$ cat src/rtl/video_ddr_arbiter.sv
// video_ddr_arbiter
//   Round-robin arbiter between a video write path and a video read path that
//   share one AXI master engine. Only one transaction is outstanding at a time.
//   A watchdog aborts a transaction whose completion never arrives.
//
// Ports
//   i_clk, i_reset                 clock, asynchronous active-high reset
//   i_ddr_init_done                DDR calibration done (asynchronous, synchronized here)
//   i_wr_req/addr/burst_len        write-side burst request (level, held until grant)
//   i_wr_frame_reset               write-side frame reset (makes the side ineligible)
//   i_rd_*                         read-side equivalents
//   o_wr_gnt, o_rd_gnt             one-cycle grant pulses, the cycle after the handshake
//   o_cmd_vld/rnw/addr/len         command to the AXI engine, accepted with i_cmd_rdy
//   i_cmd_done                     one-cycle completion pulse from the engine
//   o_timeout                      one-cycle watchdog expiry pulse
//   o_busy                         FSM is not idle
module video_ddr_arbiter #(
  parameter int AXI_ADDR_WIDTH = 32,
  parameter int AXI_DATA_WIDTH = 128,
  parameter int TIMEOUT_CYCLES = 4096
) (
  input  logic                      i_clk,
  input  logic                      i_reset,
  input  logic                      i_ddr_init_done,
  input  logic                      i_wr_req,
  input  logic [AXI_ADDR_WIDTH-1:0] i_wr_addr,
  input  logic [7:0]                i_wr_burst_len,
  input  logic                      i_wr_frame_reset,
  input  logic                      i_rd_req,
  input  logic [AXI_ADDR_WIDTH-1:0] i_rd_addr,
  input  logic [7:0]                i_rd_burst_len,
  input  logic                      i_rd_frame_reset,
  output logic                      o_wr_gnt,
  output logic                      o_rd_gnt,
  output logic                      o_cmd_vld,
  output logic                      o_cmd_rnw,
  output logic [AXI_ADDR_WIDTH-1:0] o_cmd_addr,
  output logic [7:0]                o_cmd_len,
  input  logic                      i_cmd_rdy,
  input  logic                      i_cmd_done,
  output logic                      o_timeout,
  output logic                      o_busy
);

  localparam int ALIGN_BITS = $clog2(AXI_DATA_WIDTH / 8);
  localparam int WD_W       = ($clog2(TIMEOUT_CYCLES) > 16) ? $clog2(TIMEOUT_CYCLES) : 16;
  localparam logic [WD_W-1:0] WD_LAST = WD_W'(TIMEOUT_CYCLES - 1);

  typedef enum logic [1:0] {
    S_IDLE  = 2'd0,
    S_ISSUE = 2'd1,
    S_BUSY  = 2'd2
  } state_t;

  // Clear the low address bits so every command starts on a data-bus boundary.
  function automatic logic [AXI_ADDR_WIDTH-1:0] f_align(input logic [AXI_ADDR_WIDTH-1:0] addr);
    logic [AXI_ADDR_WIDTH-1:0] mask;
    mask = '1;
    mask = mask << ALIGN_BITS;
    return addr & mask;
  endfunction

  logic [1:0]                r_rst_sync;
  logic                      w_rst;
  logic [1:0]                r_init_sync;
  logic                      w_init_ok;
  logic                      w_wr_elig;
  logic                      w_rd_elig;
  logic                      w_pick_rd;
  logic                      w_gnt_frame_reset;

  state_t                    r_state;
  logic                      r_last_rd;
  logic [WD_W-1:0]           r_wdog;
  logic                      r_cmd_vld;
  logic                      r_cmd_rnw;
  logic [AXI_ADDR_WIDTH-1:0] r_cmd_addr;
  logic [7:0]                r_cmd_len;
  logic                      r_wr_gnt;
  logic                      r_rd_gnt;
  logic                      r_timeout;
  logic                      r_busy;

  // Reset asserts asynchronously but releases only after two clock edges,
  // so no flop sees a reset release close to the clock edge.
  always_ff @(posedge i_clk or posedge i_reset) begin
    if (i_reset) r_rst_sync <= 2'b11;
    else         r_rst_sync <= {r_rst_sync[0], 1'b0};
  end
  assign w_rst = r_rst_sync[1];

  always_ff @(posedge i_clk or posedge w_rst) begin
    if (w_rst) r_init_sync <= 2'b00;
    else       r_init_sync <= {r_init_sync[0], i_ddr_init_done};
  end
  assign w_init_ok = r_init_sync[1];

  assign w_wr_elig = i_wr_req & ~i_wr_frame_reset;
  assign w_rd_elig = i_rd_req & ~i_rd_frame_reset;
  // With both sides eligible the side not granted last wins.
  assign w_pick_rd = (w_wr_elig & w_rd_elig) ? ~r_last_rd : w_rd_elig;
  assign w_gnt_frame_reset = r_cmd_rnw ? i_rd_frame_reset : i_wr_frame_reset;

  always_ff @(posedge i_clk or posedge w_rst) begin
    if (w_rst) begin
      r_state    <= S_IDLE;
      r_last_rd  <= 1'b1;
      r_wdog     <= '0;
      r_cmd_vld  <= 1'b0;
      r_cmd_rnw  <= 1'b0;
      r_cmd_addr <= '0;
      r_cmd_len  <= '0;
      r_wr_gnt   <= 1'b0;
      r_rd_gnt   <= 1'b0;
      r_timeout  <= 1'b0;
      r_busy     <= 1'b0;
    end else begin
      r_wr_gnt  <= 1'b0;
      r_rd_gnt  <= 1'b0;
      r_timeout <= 1'b0;
      case (r_state)
        S_IDLE: begin
          if (w_init_ok && (w_wr_elig || w_rd_elig)) begin
            r_state    <= S_ISSUE;
            r_busy     <= 1'b1;
            r_cmd_vld  <= 1'b1;
            r_cmd_rnw  <= w_pick_rd;
            r_cmd_addr <= f_align(w_pick_rd ? i_rd_addr : i_wr_addr);
            r_cmd_len  <= w_pick_rd ? i_rd_burst_len : i_wr_burst_len;
          end
        end
        S_ISSUE: begin
          // The handshake takes precedence over a simultaneous frame reset.
          if (i_cmd_rdy) begin
            r_state   <= S_BUSY;
            r_cmd_vld <= 1'b0;
            r_wdog    <= '0;
            r_wr_gnt  <= ~r_cmd_rnw;
            r_rd_gnt  <= r_cmd_rnw;
            r_last_rd <= r_cmd_rnw;
          end else if (w_gnt_frame_reset) begin
            r_state   <= S_IDLE;
            r_busy    <= 1'b0;
            r_cmd_vld <= 1'b0;
          end
        end
        S_BUSY: begin
          if (i_cmd_done) begin
            r_state <= S_IDLE;
            r_busy  <= 1'b0;
          end else if (r_wdog == WD_LAST) begin
            r_state   <= S_IDLE;
            r_busy    <= 1'b0;
            r_timeout <= 1'b1;
          end else begin
            r_wdog <= r_wdog + 1'b1;
          end
        end
        default: begin
          r_state   <= S_IDLE;
          r_busy    <= 1'b0;
          r_cmd_vld <= 1'b0;
        end
      endcase
    end
  end

  assign o_wr_gnt   = r_wr_gnt;
  assign o_rd_gnt   = r_rd_gnt;
  assign o_cmd_vld  = r_cmd_vld;
  assign o_cmd_rnw  = r_cmd_rnw;
  assign o_cmd_addr = r_cmd_addr;
  assign o_cmd_len  = r_cmd_len;
  assign o_timeout  = r_timeout;
  assign o_busy     = r_busy;

endmodule

$ cat config.mk
export PLATFORM = sky130hd
export DESIGN_NAME = video_ddr_arbiter
export DESIGN_NICKNAME = d
export VERILOG_FILES = /design/src/rtl/video_ddr_arbiter.sv
export SDC_FILE = /design/constraint.sdc
export NUM_CORES = 1
export LEC_CHECK = 0
export CORE_UTILIZATION = 46
export CTS_CLUSTER_SIZE = 16
export DETAILED_ROUTE_END_ITERATION = 8
export PLACE_DENSITY_LB_ADDON = 0.12
export SYNTH_ARGS = -nofsm -noshare
export SYNTH_HDL_FRONTEND = slang
export SYNTH_SLANG_ARGS = --single-unit
$ cat constraint.sdc
create_clock -name i_clk -period 3.8 [get_ports i_clk]
set_clock_uncertainty 0.05 [all_clocks]
set_input_delay 0.57 -clock i_clk [delete_from_list [all_inputs] [get_ports i_clk]]
set_output_delay 0.57 -clock i_clk [all_outputs]
set_load 0.02 [all_outputs]
==> metrics.md, run 1 <==
| Metric | Value |
|---|---|
| Port Buf Inserts | 122 |
| Die area | 0.007095 mm² |
| Final Hold Viols | 0 |
| R2r setup slk | 1.47 ns |
| Via/cell ratio | 5.390 |
| Pre-antenna DRT Iters | 6 |
| P&R area growth vs syn | 47.71% |
| RSZ-0062 raised after global routing | false |
| Vias in the first global route | 2754 |
| Effective utilization at floorplan | 48.43% |
| P per Cell Area | 526.2 mW/mm² |
| Hold buffers post-CTS | 0 |
| Worst-path fanout max | 10 |
| Synth Area in Compound Gates | 13.60% |
| WL per Instance | 15.58 µm |
| # resized after CTS | 0 |
| CTS Buffer Depth | 2 |
| Hold Path Sink | r_init_sync[1] |
| Drt total wl | 7866 µm |
| Initial antenna violation count | 0 |
| Global-route wire length before repair | 12800 µm |
| Syn_area_per_cell | 10.33 µm² |
| Sw Ratio | 33.03% |
| Post-Synth Simple-Gate Area | 15.85% |
| Setup Total Neg Slack | 0 ns |
| Ports | 135 |
| Rows | 29 |
| Mapped Area | 0.003110 mm² |
| Minimum clock period | 2.417 ns |
| GP Congestion | 0.8382 |
| Nets | 513 |
| Synth top cells by count | 62 x dfrtp_1, 46 x nand2_1, 41 x o21ai_0 |
| CP Class | in2reg |
| H-Tree Depth | 3 |
| Dpl hpwl | 5691 µm |
| Clk network pwr share | 25.5% |
| Area after DPL | 0.004387 mm² |
| Critical Path End Type | flop |
| GRT Total Usage | 23.48% |
| Drc violations | 8 |
| Worst Path Required | 3.98 ns |
| Adder-cell share of the synthesized area | 0.4023% |
| Final Max Tran Viols | 0 |
| R2r endpoint | r_wdog[13] |
| Worst hold path class | reg2reg |
| Warnings, synthesis | 0 |
| Sequential-to-total area share from yosys stat | 52.41% |
| Antenna viol nets, final | 0 |
| Comb pwr share | 34.1% |
| Initial drt markers | 116 |
| Reg2Reg Depth | 6 |
| Number of synthesized flops with an enable pin | 0 |
| Post-layout power | 2.418 mW |
| Fin area | 0.004594 mm² |
| Setup Viol. Count Final | 0 |
| Worst slew pin tran | 0.8166 ns |
| #FFs+latches synth | 65 |
| Total global routing overflow | 0 |
| Startpoint type of the worst setup path | input port |
| Post CTS Setup Buffer Count | 0 |
| Hold Crit Start | r_init_sync[0] |
| Combinational family with the most area after synthesis | simple AND/OR/NAND/NOR gates |
| Max-cap violations | 0 |
| Worst Hold Path Cells | 0 |
| Critical Path AT | 2.59 ns |
| Post-layout util | 71.54% |
| Max_slew headroom | 45.48% |
| Status | finished with violations |
| CTS tree | yes |
| Dominant synthesized flop cell | dfrtp_1 |
| Internal Pwr Total | 1.619 mW |
| Clock Sinks | 65 |
| Top-area cell type share of the netlist area | 49.88% |
| Synth async-reset ratio | 100.0% |
| Clk root buf | clkbuf_8 |
| Unique masters post-synth | 51 |
| Synth area leader | dfrtp_1 |
| Die W | 84.23 µm |
| CTS buffer count | 9 |
| Failing checks | design-rule violations |
| Post-synthesis mux area share | 12.63% |
| Largest net degree at the start of global routing | 75 |
| Worst r2r src | r_wdog[0] |
| Share of cells above drive strength 1 | 7.477% |
| Die height | 84.23 µm |
| Core ar. | 0.006422 mm² |
| Largest cells by area after synthesis | dfrtp_1 50%, mux2i_1 12%, o21ai_0 6.6%, nand2_1 5.6%, dfstp_2 2.5% |
| Fmax | 0.4137 GHz |
| XOR/XNOR Fraction of Synth Area | 0.8447% |
| Mapped Cells | 301 |
| Most common cell in the netlist | dfrtp_1 |
| Post-route clock period utilization | 63.61% |
| Worst-skew pair later-pin latency | 0.35 ns |
| Total number of vias | 2722 |
| Clk pin slew, worst setup/hold paths | 0.06 ns |
| Net switching power | 798.4 µW |
| Leakage | 2.120 nW |
| # diodes | 0 |
| VDD IR-drop max | 0.2848 mV |
| Sequential Power Share | 40.5% |
routing by layer:
metal	wire length [µm]	GRT usage, %	vias up
li1	-	-	1315
met5	0	0	-
met3	650	6.981	15
met1	3126	27.87	1285
met4	193	11.76	0
met2	3895	38.97	107
state kept, by name, indices dropped and copies added (netlist names), 2 cells and up:
signal and flops:
r_rst_sync 2, o_cmd_addr 28, o_cmd_len 8, r_state 2, r_wdog 16, r_init_sync 2
how the worst max path moves through the flow:
| stage | from | to | slack [ns] |
|---|---|---|---|
| after floorplan | r_wdog[12] | r_wdog[3] | 1.75 |
| after global placement | i_cmd_done | r_wdog[12] | 1.05 |
| after detailed placement | i_cmd_done | r_wdog[12] | 1.05 |
| after CTS | i_cmd_done | r_wdog[12] | 1.40 |
| after global routing | i_cmd_done | r_wdog[12] | 1.28 |
| final | i_cmd_done | r_wdog[12] | 1.38 |
area by class of cell:
| class | instances | area (µm²) |
|---|---|---|
| Fill cell | 503 | 1828 |
| Sequential cell | 65 | 1630 |
| Multi-Input combinational cell | 213 | 1366 |
| Timing Repair Buffer | 126 | 1264 |
| Clock buffer | 14 | 172.7 |
| Tap cell | 77 | 96.34 |
| Clock inverter | 2 | 35.03 |
| Inverter | 8 | 30.03 |
cell families (layout without fill, tap and decap cells):
family	count (synthesis)	after routing
AND/OR/NAND/NOR	96	96
AO/OA/AOI/OAI	69	69
flip-flops	65	65
multiplexers	39	39
buffers and inverters	27	150
XOR/XNOR	3	3
adder cells (fa/ha/maj)	1	1
other	1	5
power groups by stage:
stage	Combinational [mW]	Sequential [mW]	Clock, mW
6_report	0.823	0.979	0.616
5_1_grt	0.889	0.999	0.654
4_1_cts	0.832	0.977	0.625
3_5_place_dp	0.821	0.988	0
3_3_place_gp	0.804	0.976	0
2_1_floorplan	0.256	1.12	0
through the flow:
step           cells  worst slack [ns]  hold slack, ns
2_1_floorplan    305             1.750          0.2812
3_3_place_gp     489             1.053          0.2822
3_5_place_dp     489             1.054          0.2858
4_1_cts          505             1.405          0.3004
5_1_grt          505             1.285          0.3099
6_report         505             1.383          0.3001
worst max-delay path, cell delays in order:
cell and delay (ns):
clkdlybuf4s50_1 0.50, nor3b_2 0.47, o41a_1 0.58, nor2_4 0.11
a221o_1 0.36
cells in the final DEF (no fill, tap or decap), drive strengths merged, types with 5 or more instances in the layout:
master / instances
clkbuf: 14
nand3: 11
clkdlybuf4s50: 122
nor2: 5
conb: 5
a21oi: 6
mux2i: 37
nand2: 46
dfrtp: 62
nand4: 6
inv: 8
o21ai: 41
Note: power is estimated with default switching activity, not from simulation.
==> run 2: changes to the inputs <==
Settings changed: CORE_UTILIZATION 46 to 42.
Clock period 3.8 ns to 2.43 ns, I/O delays scaled along.
==> metrics.md, run 2 (same netlist as run 1, synthesis figures left out) <==
| Metric | Value |
|---|---|
| Status | finished, final reports clean |
| Drc violations | 0 |
| Most common cell after layout, fill and taps aside | clkdlybuf4s50_1 |
| Critical Path AT | 2.40 ns |
| CP top delay family | compound AO/OA/AOI/OAI gates |
| Nets | 519 |
| Initial drt markers | 110 |
| Post-route clock period utilization | 91.62% |
| CTS tree | yes |
| Clk pin slew, worst setup/hold paths | 0.07 ns |
| WL per Instance | 13.11 µm |
| Worst-path fanout max | 9 |
| Startpoint type of the worst setup path | flop |
| Via/cell ratio | 4.976 |
| H-Tree Depth | 3 |
| Max-cap violations | 0 |
| CTS buffer count | 9 |
| Slowest stage delay, CP | 0.54 ns |
| Leakage | 2.130 nW |
| Worst r2r src | r_wdog[0] |
| Share of cells above drive strength 1 | 8.525% |
| Post CTS Setup Buffer Count | 0 |
| Rows | 31 |
| Clk root buf | clkbuf_8 |
| Die area | 0.007754 mm² |
| Pre-antenna DRT Iters | 4 |
| Worst slew pin tran | 0.6923 ns |
| Fmax | 0.4492 GHz |
| CTS Buffer Depth | 2 |
| Critical Path End Type | flop |
| Ports | 135 |
| Vias in the first global route | 2552 |
| Core ar. | 0.007214 mm² |
| Minimum clock period | 2.226 ns |
| P&R area growth vs syn | 49.12% |
| GRT Total Usage | 19.86% |
| Largest net degree at the start of global routing | 46 |
| GP Congestion | 0.8263 |
| Worst path buffer plus inverter count | 1 |
| Total global routing overflow | 0 |
| Setup Total Neg Slack | 0 ns |
| # diodes | 0 |
| # resized after CTS | 0 |
| Global-route wire length before repair | 11780 µm |
| Clock Sinks | 65 |
| Antenna viol nets, final | 0 |
| Worst Path Required | 2.60 ns |
| Fin area | 0.004638 mm² |
| Area after DPL | 0.004472 mm² |
| RSZ-0062 raised after global routing | false |
| R2r setup slk | 0.20 ns |
| CP Class | reg2reg |
| Dpl hpwl | 5211 µm |
| Final Max Tran Viols | 0 |
| Die W | 88.06 µm |
| Max_slew headroom | 53.34% |
| Worst-path cell chain | ha_1 -> nand4_1 -> o41a_1 -> buf_4 -> and3_1 -> a211o_1 |
| Post-Layout Cell Count | 533 |
| Setup crit start | r_wdog[0] |
| VDD IR-drop max | 0.5377 mV |
| Effective utilization at floorplan | 43.11% |
| Commonest non-fill, non-tap cells in the layout | 122 x clkdlybuf4s50_1, 62 x dfrtp_1, 46 x nand2_1 |
| CP max-delay cell | o41a_1 |
| Worst-skew pair later-pin latency | 0.33 ns |
| Final Hold Viols | 0 |
| Die height | 88.06 µm |
| Total number of vias | 2652 |
| Drt total wl | 6989 µm |
| Hold buffers post-CTS | 0 |
| Port Buf Inserts | 122 |
| Setup Viol. Count Final | 0 |
| Worst hold path class | reg2async |
| Post-placement cell count | 517 |
| P per Cell Area | 768.2 mW/mm² |
| Max FFs per register | 28 |
| Initial antenna violation count | 0 |
-- run 2: final timing paths --
kind,end,depth (start not counted)
setup reg to reg,r_wdog[3],6
max in group asynchronous,r_last_rd,2
setup / recovery,r_wdog[3],6
hold reg to reg,o_cmd_addr[21],1
hold / removal,o_cmd_addr[21],1
min in group i_clk,r_rst_sync[1],0
-- run 2: layout make-up --
type                       instances  area [µm²]
timing repair buffer             132        1321
inverter                           8       30.03
clock inverter                     3       17.52
tap                               99       123.9
sequential                        65        1630
clock buffer                      13       148.9
multi-input combinational        213        1366
fill                             620        2576
-- run 2: metrics by stage --
| step | setup slack [ns] | hold WS, ns | total power [mW] | util, % |
|---|---|---|---|---|
| 3_5_place_dp | 0.2176 | 0.2906 | 2.819 | 61.98 |
| 4_1_cts | 0.2079 | 0.2926 | 3.612 | 64.29 |
| 2_1_floorplan | 0.3800 | 0.2260 | 2.155 | - |
| 5_1_grt | 0.09513 | 0.3144 | 3.790 | 64.29 |
| 3_3_place_gp | 0.2695 | 0.2826 | 2.792 | 61.98 |
| 6_report | 0.2037 | 0.2654 | 3.563 | 64.29 |
-- run 2: power by group --
group          internal [mW]  leakage [nW]  switching [mW]
combinational          0.637          1.22           0.630
clock                  0.396        0.0834           0.381
sequential              1.34         0.827           0.175
total                   2.38          2.13            1.19
-- run 2: per-layer routing --
metal  GRT usage (%)  up-vias  wire length, µm
met5               0        -                0
li1                -     1327                -
met2           33.76       77             3587
met1           23.04     1240             2774
met4           5.132        0               87
met3           8.671        8              540
